## src/rtl/fft_frame_loader_if.sv

```systemverilog
// Stream bundle for fft_frame_loader: sample input handshake, parallel frame output handshake
// and the exported one-hot slot pointer. The loader connects to the slave modport.
interface fft_frame_loader_if #(
  parameter int LENGTH = 4,
  parameter int DATA_W = 16
);
  logic                     in_valid;
  logic                     in_ready;
  logic [DATA_W-1:0]        in_data;
  logic                     frame_valid;
  logic                     frame_ready;
  logic [LENGTH*DATA_W-1:0] frame_data;
  logic [LENGTH-1:0]        slot;

  modport master (
    output in_valid, in_data, frame_ready,
    input  in_ready, frame_valid, frame_data, slot
  );

  modport slave (
    input  in_valid, in_data, frame_ready,
    output in_ready, frame_valid, frame_data, slot
  );
endinterface

```

## src/rtl/fft_frame_loader.sv

```systemverilog
// Deserialises a sample stream into LENGTH-point frames for the FFT butterfly stage.
// Define FFT_FRAME_LOADER_BITREV_EN to store samples in bit-reversed slot order.
module fft_frame_loader #(
  parameter int LENGTH = 4,
  parameter int DATA_W = 16
) (
  input logic               clk,
  input logic               rst,
  fft_frame_loader_if.slave bus
);
  localparam int CW = (LENGTH > 1) ? $clog2(LENGTH) : 1;

  localparam logic [0:0] FILL = 1'b0;
  localparam logic [0:0] HOLD = 1'b1;

  logic [0:0]               state;
  logic [CW-1:0]            cnt;
  logic [CW-1:0]            idx;
  logic [LENGTH-1:0]        onehot;
  logic [LENGTH*DATA_W-1:0] frame_q;

  function automatic logic [CW-1:0] map_idx(input logic [CW-1:0] c);
    logic [CW-1:0] r;
`ifdef FFT_FRAME_LOADER_BITREV_EN
    for (int b = 0; b < CW; b++) begin
      r[b] = c[CW-1-b];
    end
`else
    r = c;
`endif
    return r;
  endfunction

  always_comb begin
    idx         = map_idx(cnt);
    onehot      = '0;
    onehot[idx] = 1'b1;
  end

  assign bus.slot        = onehot;
  assign bus.in_ready    = (state == FILL);
  assign bus.frame_valid = (state == HOLD);
  assign bus.frame_data  = frame_q;

  // Frame slots are only rewritten by the next fill, so HOLD keeps them stable without extra enables.
  always_ff @(posedge clk) begin
    if (rst) begin
      state   <= FILL;
      cnt     <= '0;
      frame_q <= '0;
    end else begin
      case (state)
        FILL: begin
          if (bus.in_valid) begin
            for (int k = 0; k < LENGTH; k++) begin
              if (onehot[k]) frame_q[k*DATA_W +: DATA_W] <= bus.in_data;
            end
            cnt <= cnt + CW'(1);
            if (cnt == CW'(LENGTH-1)) state <= HOLD;
          end
        end
        HOLD: begin
          if (bus.frame_ready) state <= FILL;
        end
        default: state <= FILL;
      endcase
    end
  end
endmodule

```

## src/flat_wrapper.sv

```systemverilog
// flat-port wrapper written by rule: the top's interface ports become plain ports
module fft_frame_loader_flat 
#(
  parameter int LENGTH = 4,
  parameter int DATA_W = 16
)
  (clk, rst, bus_in_valid, bus_in_data, bus_frame_ready, bus_in_ready, bus_frame_valid, bus_frame_data, bus_slot);
  fft_frame_loader_if #(.LENGTH(LENGTH), .DATA_W(DATA_W)) bus_i ();
  input logic clk;
  input logic rst;
  input wire logic [$bits(bus_i.in_valid)-1:0] bus_in_valid;
  input wire logic [$bits(bus_i.in_data)-1:0] bus_in_data;
  input wire logic [$bits(bus_i.frame_ready)-1:0] bus_frame_ready;
  output wire logic [$bits(bus_i.in_ready)-1:0] bus_in_ready;
  output wire logic [$bits(bus_i.frame_valid)-1:0] bus_frame_valid;
  output wire logic [$bits(bus_i.frame_data)-1:0] bus_frame_data;
  output wire logic [$bits(bus_i.slot)-1:0] bus_slot;
  assign bus_i.in_valid = bus_in_valid;
  assign bus_i.in_data = bus_in_data;
  assign bus_i.frame_ready = bus_frame_ready;
  assign bus_in_ready = bus_i.in_ready;
  assign bus_frame_valid = bus_i.frame_valid;
  assign bus_frame_data = bus_i.frame_data;
  assign bus_slot = bus_i.slot;
  fft_frame_loader #(.LENGTH(LENGTH), .DATA_W(DATA_W)) u_core (.clk(clk), .rst(rst), .bus(bus_i));
endmodule
```

## config.mk

```make
export PLATFORM = sky130hd
export DESIGN_NAME = fft_frame_loader_flat
export DESIGN_NICKNAME = d
export VERILOG_FILES = /design/src/rtl/fft_frame_loader_if.sv /design/src/rtl/fft_frame_loader.sv /design/src/flat_wrapper.sv
export SDC_FILE = /design/constraint.sdc
export NUM_CORES = 1
export LEC_CHECK = 0
export CAP_MARGIN = 20
export CORE_AREA = 2 2 78 80
export CTS_BUF_LIST = sky130_fd_sc_hd__clkbuf_8
export DETAILED_ROUTE_END_ITERATION = 8
export DIE_AREA = 0 0 80 82
export GPL_TIMING_DRIVEN = 1
export PLACE_DENSITY_LB_ADDON = 0.05
export SKIP_LAST_GASP = 1
export SYNTH_ARGS = -nofsm -noshare
export SYNTH_HDL_FRONTEND = slang
export SYNTH_SLANG_ARGS = --single-unit
```

## constraint.sdc

```tcl
create_clock -name clk -period 1.4 [get_ports clk]
set_input_delay 0.21 -clock clk [delete_from_list [all_inputs] [get_ports clk]]
set_output_delay 0.21 -clock clk [all_outputs]
set_load 0.02 [all_outputs]
```

== Word level (Yosys, flattened, before mapping) ==
Index checks and enable logic that the tools add are counted.

* Bits in registers: 67
* Input bits: 20
* Logic and storage cells: 23
* Output and inout bits: 70

* Bitwise operators: 1
* Magnitude comparators: 2
* Add/sub/neg operators: 1
* Eq/ne operators: 1
* Multiplexer cells: 6
* Reduce and logical (&&, ||, !) cells: 6

{| class="wikitable"
|+ Operators with widths
! cell !! count
|-
| $reduce_and 3->1 || 4
|-
| $mux 1 || 4
|-
| $lt 2x3->1 const B || 1
|-
| $add 2x1->2 const B || 1
|-
| $demux 1 s2 || 1
|-
| $eq 2x2->1 const B || 1
|-
| $ge 2x1->1 const B || 1
|-
| $pmux 1 s2 || 1
|-
| $reduce_and 2->1 || 1
|-
| $logic_and 1x1->1 || 1
|-
| $not 1->1 || 1
|}

== Longest topological paths before layout ==
* Depth in word-level cells: 5
* Mapped depth: 7
* Depth with buffers taken out: 5

== Least setup slack after synthesis ==
No wires, ideal clock.

* Path type: register -> register
* Start point: register u_core.cnt[0]
* End point: register u_core.frame_q[42] (netlist: u_core.bus.frame_data[42])
* Period minus slack after synthesis: 1.437 ns
* Data required time: 1.265 ns
* Setup slack: -0.037 ns
* Setup time: 0.135 ns
* Stages on the path, launching flop included: 8
* Path buffers: 2
* Arrival: 1.302 ns
* Cell sequence: dfxtp_1 inv_1 ha_1 and3b_1 buf_6 buf_12 nand2_1 a21oi_2

* Cells in the longest elaborated chain, start to end: 5
* Elaborated cells on any way between the ends: 6
* Classes of those cells: order compare: 2; mux: 2; reduce/logical: 2

{| class="wikitable"
|+ RTL lines
! what !! RTL line !! source
|-
| from (decl) || fft_frame_loader.sv:17 || <nowiki>logic [CW-1:0] cnt;</nowiki>
|-
| from (signal assigned) || fft_frame_loader.sv:58 || <nowiki>cnt <= cnt + CW'(1);</nowiki>
|-
| $lt 2x3->1 (not written as such) or $ge 2x1->1 (tied branches) || fft_frame_loader.sv:37 || <nowiki>onehot[idx] = 1'b1;</nowiki>
|-
| $logic_and 1x1->1 (not written as such) || fft_frame_loader.sv:37 ||
|-
| $mux 1 (not written as such) || fft_frame_loader.sv:37 ||
|-
| $demux 1 s2 (*) || - ||
|-
| via bus_slot[2] || flat_wrapper.sv:17 || <nowiki>output wire logic [$bits(bus_i.slot)-1:0] bus_slot;</nowiki>
|-
| $reduce_and 3->1 (no source line) (*) || - ||
|-
| to (signal, indexed assignment) || fft_frame_loader.sv:56 || <nowiki>if (onehot[k]) frame_q[k*DATA_W +: DATA_W] <= bus.in_data;</nowiki>
|-
| to (decl) || fft_frame_loader.sv:20 || <nowiki>logic [LENGTH*DATA_W-1:0] frame_q;</nowiki>
|}

Mark *: on every way through the listed nets, which the timed path passes. The rest lies on a longest branch.
A chain may end at the register's enable or synchronous reset.

== Final worst setup path ==
* Start point: register u_core.cnt[1]
* End point: register u_core.frame_q[5] (netlist: u_core.bus.frame_data[5])

* Cells in the longest elaborated chain, start to end: 5
* Elaborated cells on any way between the ends: 6
* Classes of those cells: order compare: 2; mux: 2; reduce/logical: 2

{| class="wikitable"
|+ RTL lines
! what !! RTL line
|-
| $lt 2x3->1 (not written as such) or $ge 2x1->1 (tied branches) || fft_frame_loader.sv:37
|-
| $logic_and 1x1->1 (not written as such) || fft_frame_loader.sv:37
|-
| $mux 1 (not written as such) || fft_frame_loader.sv:37
|-
| $demux 1 s2 (*) || -
|-
| $reduce_and 3->1 (no source line) (*) || -
|}

Every way passes the cells marked *; elsewhere a longest branch is shown, timed or not.

==> summary.md <==
| Metric | Value |
|---|---|
| Status | `finished, final reports clean` |
| Htree depth | `3` |
| Yosys top cell area share | `52.29%` |
| Hold_ws | `0.3561 ns` |
| Port Buffers | `89` |
| Critical path cell sequence | `inv_2 -> ha_4 -> buf_4 -> and3b_2 -> clkbuf_16 -> nand2_1 -> a21oi_2` |
| Worst-skew pair later-pin latency | `0.33 ns` |
| Top post-synthesis cells by area | `dfxtp_1 52%, nand2_1 19%, a21oi_1 10%` |
| Filler Cells Inserted | `519` |
| Largest net degree at the start of global routing | `68` |
| Depth of the worst hold-timing path | `3` |
| Max-Cap Viols | `0` |
| Min-Delay Startpoint | `rst` |
| Worst R2R End | `u_core.bus.frame_data[5]$_SDFFE_PP0P_` |
| Most common library cell in the layout ignoring fill and taps | `nand2_1` |
| Post-synthesis net count | `326` |
| Reg power frac | `43.6%` |
| # Post-CTS Setup Buffers | `0` |
| Sequential share of the synthesized area | `52.29%` |
| Comb pwr share | `14.9%` |
| Syn Std Cell Area | `2565 um^2` |
| # setup viols final | `0` |
| Seq cells post-synth | `67` |
| Die H | `82 um` |
| Final Wtd Congestion | `0.7717` |
| Die area | `6560 um^2` |
| Crit path max-delay family | `flip-flops` |
| Fin. Hold Viols | `0` |
| Dpl cells | `463` |
| Post-route ant nets | `0` |
| Hold_buf cts | `0` |
| PD cells | `1221 nW/um^2` |
| Critical path required time | `1.62 ns` |
| Max Root-Sink Buffers | `2` |
| Int Power | `3.510 mW` |
| Fmax | `732.4 MHz` |
| Final cell count without fillers | `480` |
| Core area | `5746 um^2` |
| Final Cycle Share | `97.53%` |
| Worst Path Arrival | `1.58 ns` |
| Area grow syn2layout | `48.83%` |
| Mean Syn Cell Area | `8.493 um^2` |
| Syn Inst Count | `302` |
| CP startpoint kind | `flop` |
| Worst VDD drop | `0.0006820 V` |
| Critical Path Slowest Stage Cell | `dfxtp_2` |
| Overflow after GRT | `0` |
| Yosys top cell by area | `dfxtp_1` |
| Detailed-route wire length | `6.651 mm` |
| Total GRT Usage | `21.13%` |
| Clock power share | `41.5%` |
| Cell Rows | `28` |
| Worst-Margin Slew | `0.3390 ns` |
| Worst R2R Start | `u_core.cnt[1]$_SDFFE_PP0P_` |
| Drt initial violations | `121` |
| # DRC | `0` |
| Slew headroom | `77.40%` |
| Die X | `80 um` |
| Slew Limit Fails | `0` |
| Vias/cell | `4.869` |
| Worst Hold End | `u_core.bus.frame_data[13]$_SDFFE_PP0P_` |
| Worst path max stage delay | `0.36 ns` |
| Tmin final | `1.365 ns` |
| Sw Ratio | `24.67%` |
| Layout cells sized above 1 | `18.52%` |
| Detailed-route via count | `2,337` |
| Worst min-delay path class | `in -> reg` |
| Initial antenna violation count | `0` |
| NumNets Final | `424` |
| Vias in the first global route | `2,219` |
| Yosys warns | `0` |
| Root Driver | `clkbuf_8` |
| CP bufs+invs | `3` |
| Diodes inserted | `0` |
| P_sw | `1.149 mW` |
| Most frequent cells in the layout | `124 x nand2_1, 66 x dlygate4sd2_1, 64 x dfxtp_1` |
| R2R depth | `7` |
| Final HPWL DP | `4.544 mm` |
| # clock sinks | `67` |
| CTS tree | `built` |
| WL/cell | `13.86 um` |
| Global-route wire length before repair | `10.48 mm` |
| Drt pass-1 iters | `4` |
| Setup crit end kind | `flop` |
| Skew final | `0.003629 ns` |
| Worst Path Max Fanout | `8` |
| Unrepaired setup endpoints after global routing | `yes` |
| Leakage power total | `1.689 nW` |
| Starting Density | `44.64%` |
| CTS clock-pin slew for the worst setup and hold paths | `0.07 ns` |
| Critical path class | `reg -> reg` |
| Yosys cell types | `18` |
| Ports | `90` |
| CTS buffer count | `9` |
| FF-to-FF setup slack | `0.03 ns` |
## per-stage QoR
stage | setup TNS, ns | utilization, % | setup slack, ns | instance area, um^2 | total power [mW]
final | 0 | 66.44 | 0.03460 | 3817 | 4.660
after detailed placement | -3.034 | 62.72 | -0.07539 | 3603 | 2.797
after floorplan | 0 | - | 0.008893 | 2570 | 2.451
after global routing | -0.2516 | 66.44 | -0.03363 | 3817 | 4.841
after CTS | -0.1028 | 65.33 | -0.1028 | 3754 | 4.663
after global placement | -1.433 | 62.72 | -0.04157 | 3603 | 2.787
## layout make-up
type	count	area (um^2)	area share [%]
Sequential cell	67	1348	35.30
Inverter	3	11.26	0.2950
Clock inverter	6	103.9	2.720
Clock buffer	10	137.6	3.605
Tap cell	75	93.84	2.458
Multi-Input combinational cell	211	1076	28.19
Timing Repair Buffer	108	1047	27.43
## power by group through the flow
stage	logic [mW]	clock network, mW	registers (mW)
global route	0.749	2.05	2.04
detailed placement	0.722	0	2.07
global placement	0.713	0	2.07
finish	0.693	1.94	2.03
CTS	0.665	1.97	2.03
floorplan	0.290	0	2.16
## worst min-delay path, delay by kind of cell
kind	cells	cell delay, ns
compound gates	1	0.12
buf+inv	2	0.31
## per-layer routing
metal,wire (um),GRT usage (%)
met2,3127,34.08
met4,97,8.644
met3,471,4.835
met5,0,0
met1,2955,27.44
## cells in the mapped netlist
| cell type | n |
|---|---|
| nand3b_2 | 4 |
| clkbuf_1 | 4 |
| nor2_1 | 2 |
| buf_12 | 3 |
| ha_1 | 4 |
| xnor2_1 | 1 |
| buf_2 | 7 |
| a21oi_1 | 51 |
| dfxtp_1 | 67 |
| mux2i_1 | 1 |
| and3b_1 | 4 |
| nand2_1 | 128 |
| and2b_2 | 1 |
| inv_1 | 3 |
| buf_4 | 2 |
| or2b_1 | 1 |
| buf_6 | 5 |
| a21oi_2 | 14 |
## registers in the layout (all words and copies together) (netlist names)
name,flops
u_core.bus.frame_valid,1
u_core.cnt,2
u_core.bus.frame_data,64
## logic make-up (layout without fill, tap and decap cells)
group	after synthesis	count (layout)	synth area share [%]
and+or+nand+nor	140	140	22.78
DFF	67	67	52.29
AOI/OAI and AO/OA	65	65	14.73
buffers and inverters	24	127	7.512
adders and majority gates	4	4	1.951
xor gates and xnor gates	1	1	0.3415
muxes	1	1	0.3903
## what timing repair did
action / in CTS / in global routing
endpoints found under the hold margin: 0 / 0
resized for setup: 79 / 19
setup endpoints to repair: 108 / 35
gates cloned: 0 / 1
pin swaps: 0 / 1
## how the worst max path moves through the flow
| stage | startpoint | to | slack [ns] | cells after the start |
|---|---|---|---|---|
| 4_1_cts | u_core.cnt[0]$_SDFFE_PP0P_ | bus_slot[0] | -0.10 | 3 |
| 2_1_floorplan | u_core.cnt[1]$_SDFFE_PP0P_ | u_core.bus.frame_data[16]$_SDFFE_PP0P_ | 0.009 | 7 |
| 3_3_place_gp | bus_in_valid | u_core.bus.frame_data[38]$_SDFFE_PP0P_ | -0.04 | 6 |
| 5_1_grt | u_core.cnt[1]$_SDFFE_PP0P_ | u_core.bus.frame_data[23]$_SDFFE_PP0P_ | -0.03 | 7 |
| 6_report | u_core.cnt[1]$_SDFFE_PP0P_ | u_core.bus.frame_data[5]$_SDFFE_PP0P_ | 0.03 | 7 |
| 3_5_place_dp | bus_in_valid | u_core.bus.frame_data[41]$_SDFFE_PP0P_ | -0.08 | 6 |
No activity file was read; power rests on OpenSTA's default activity.
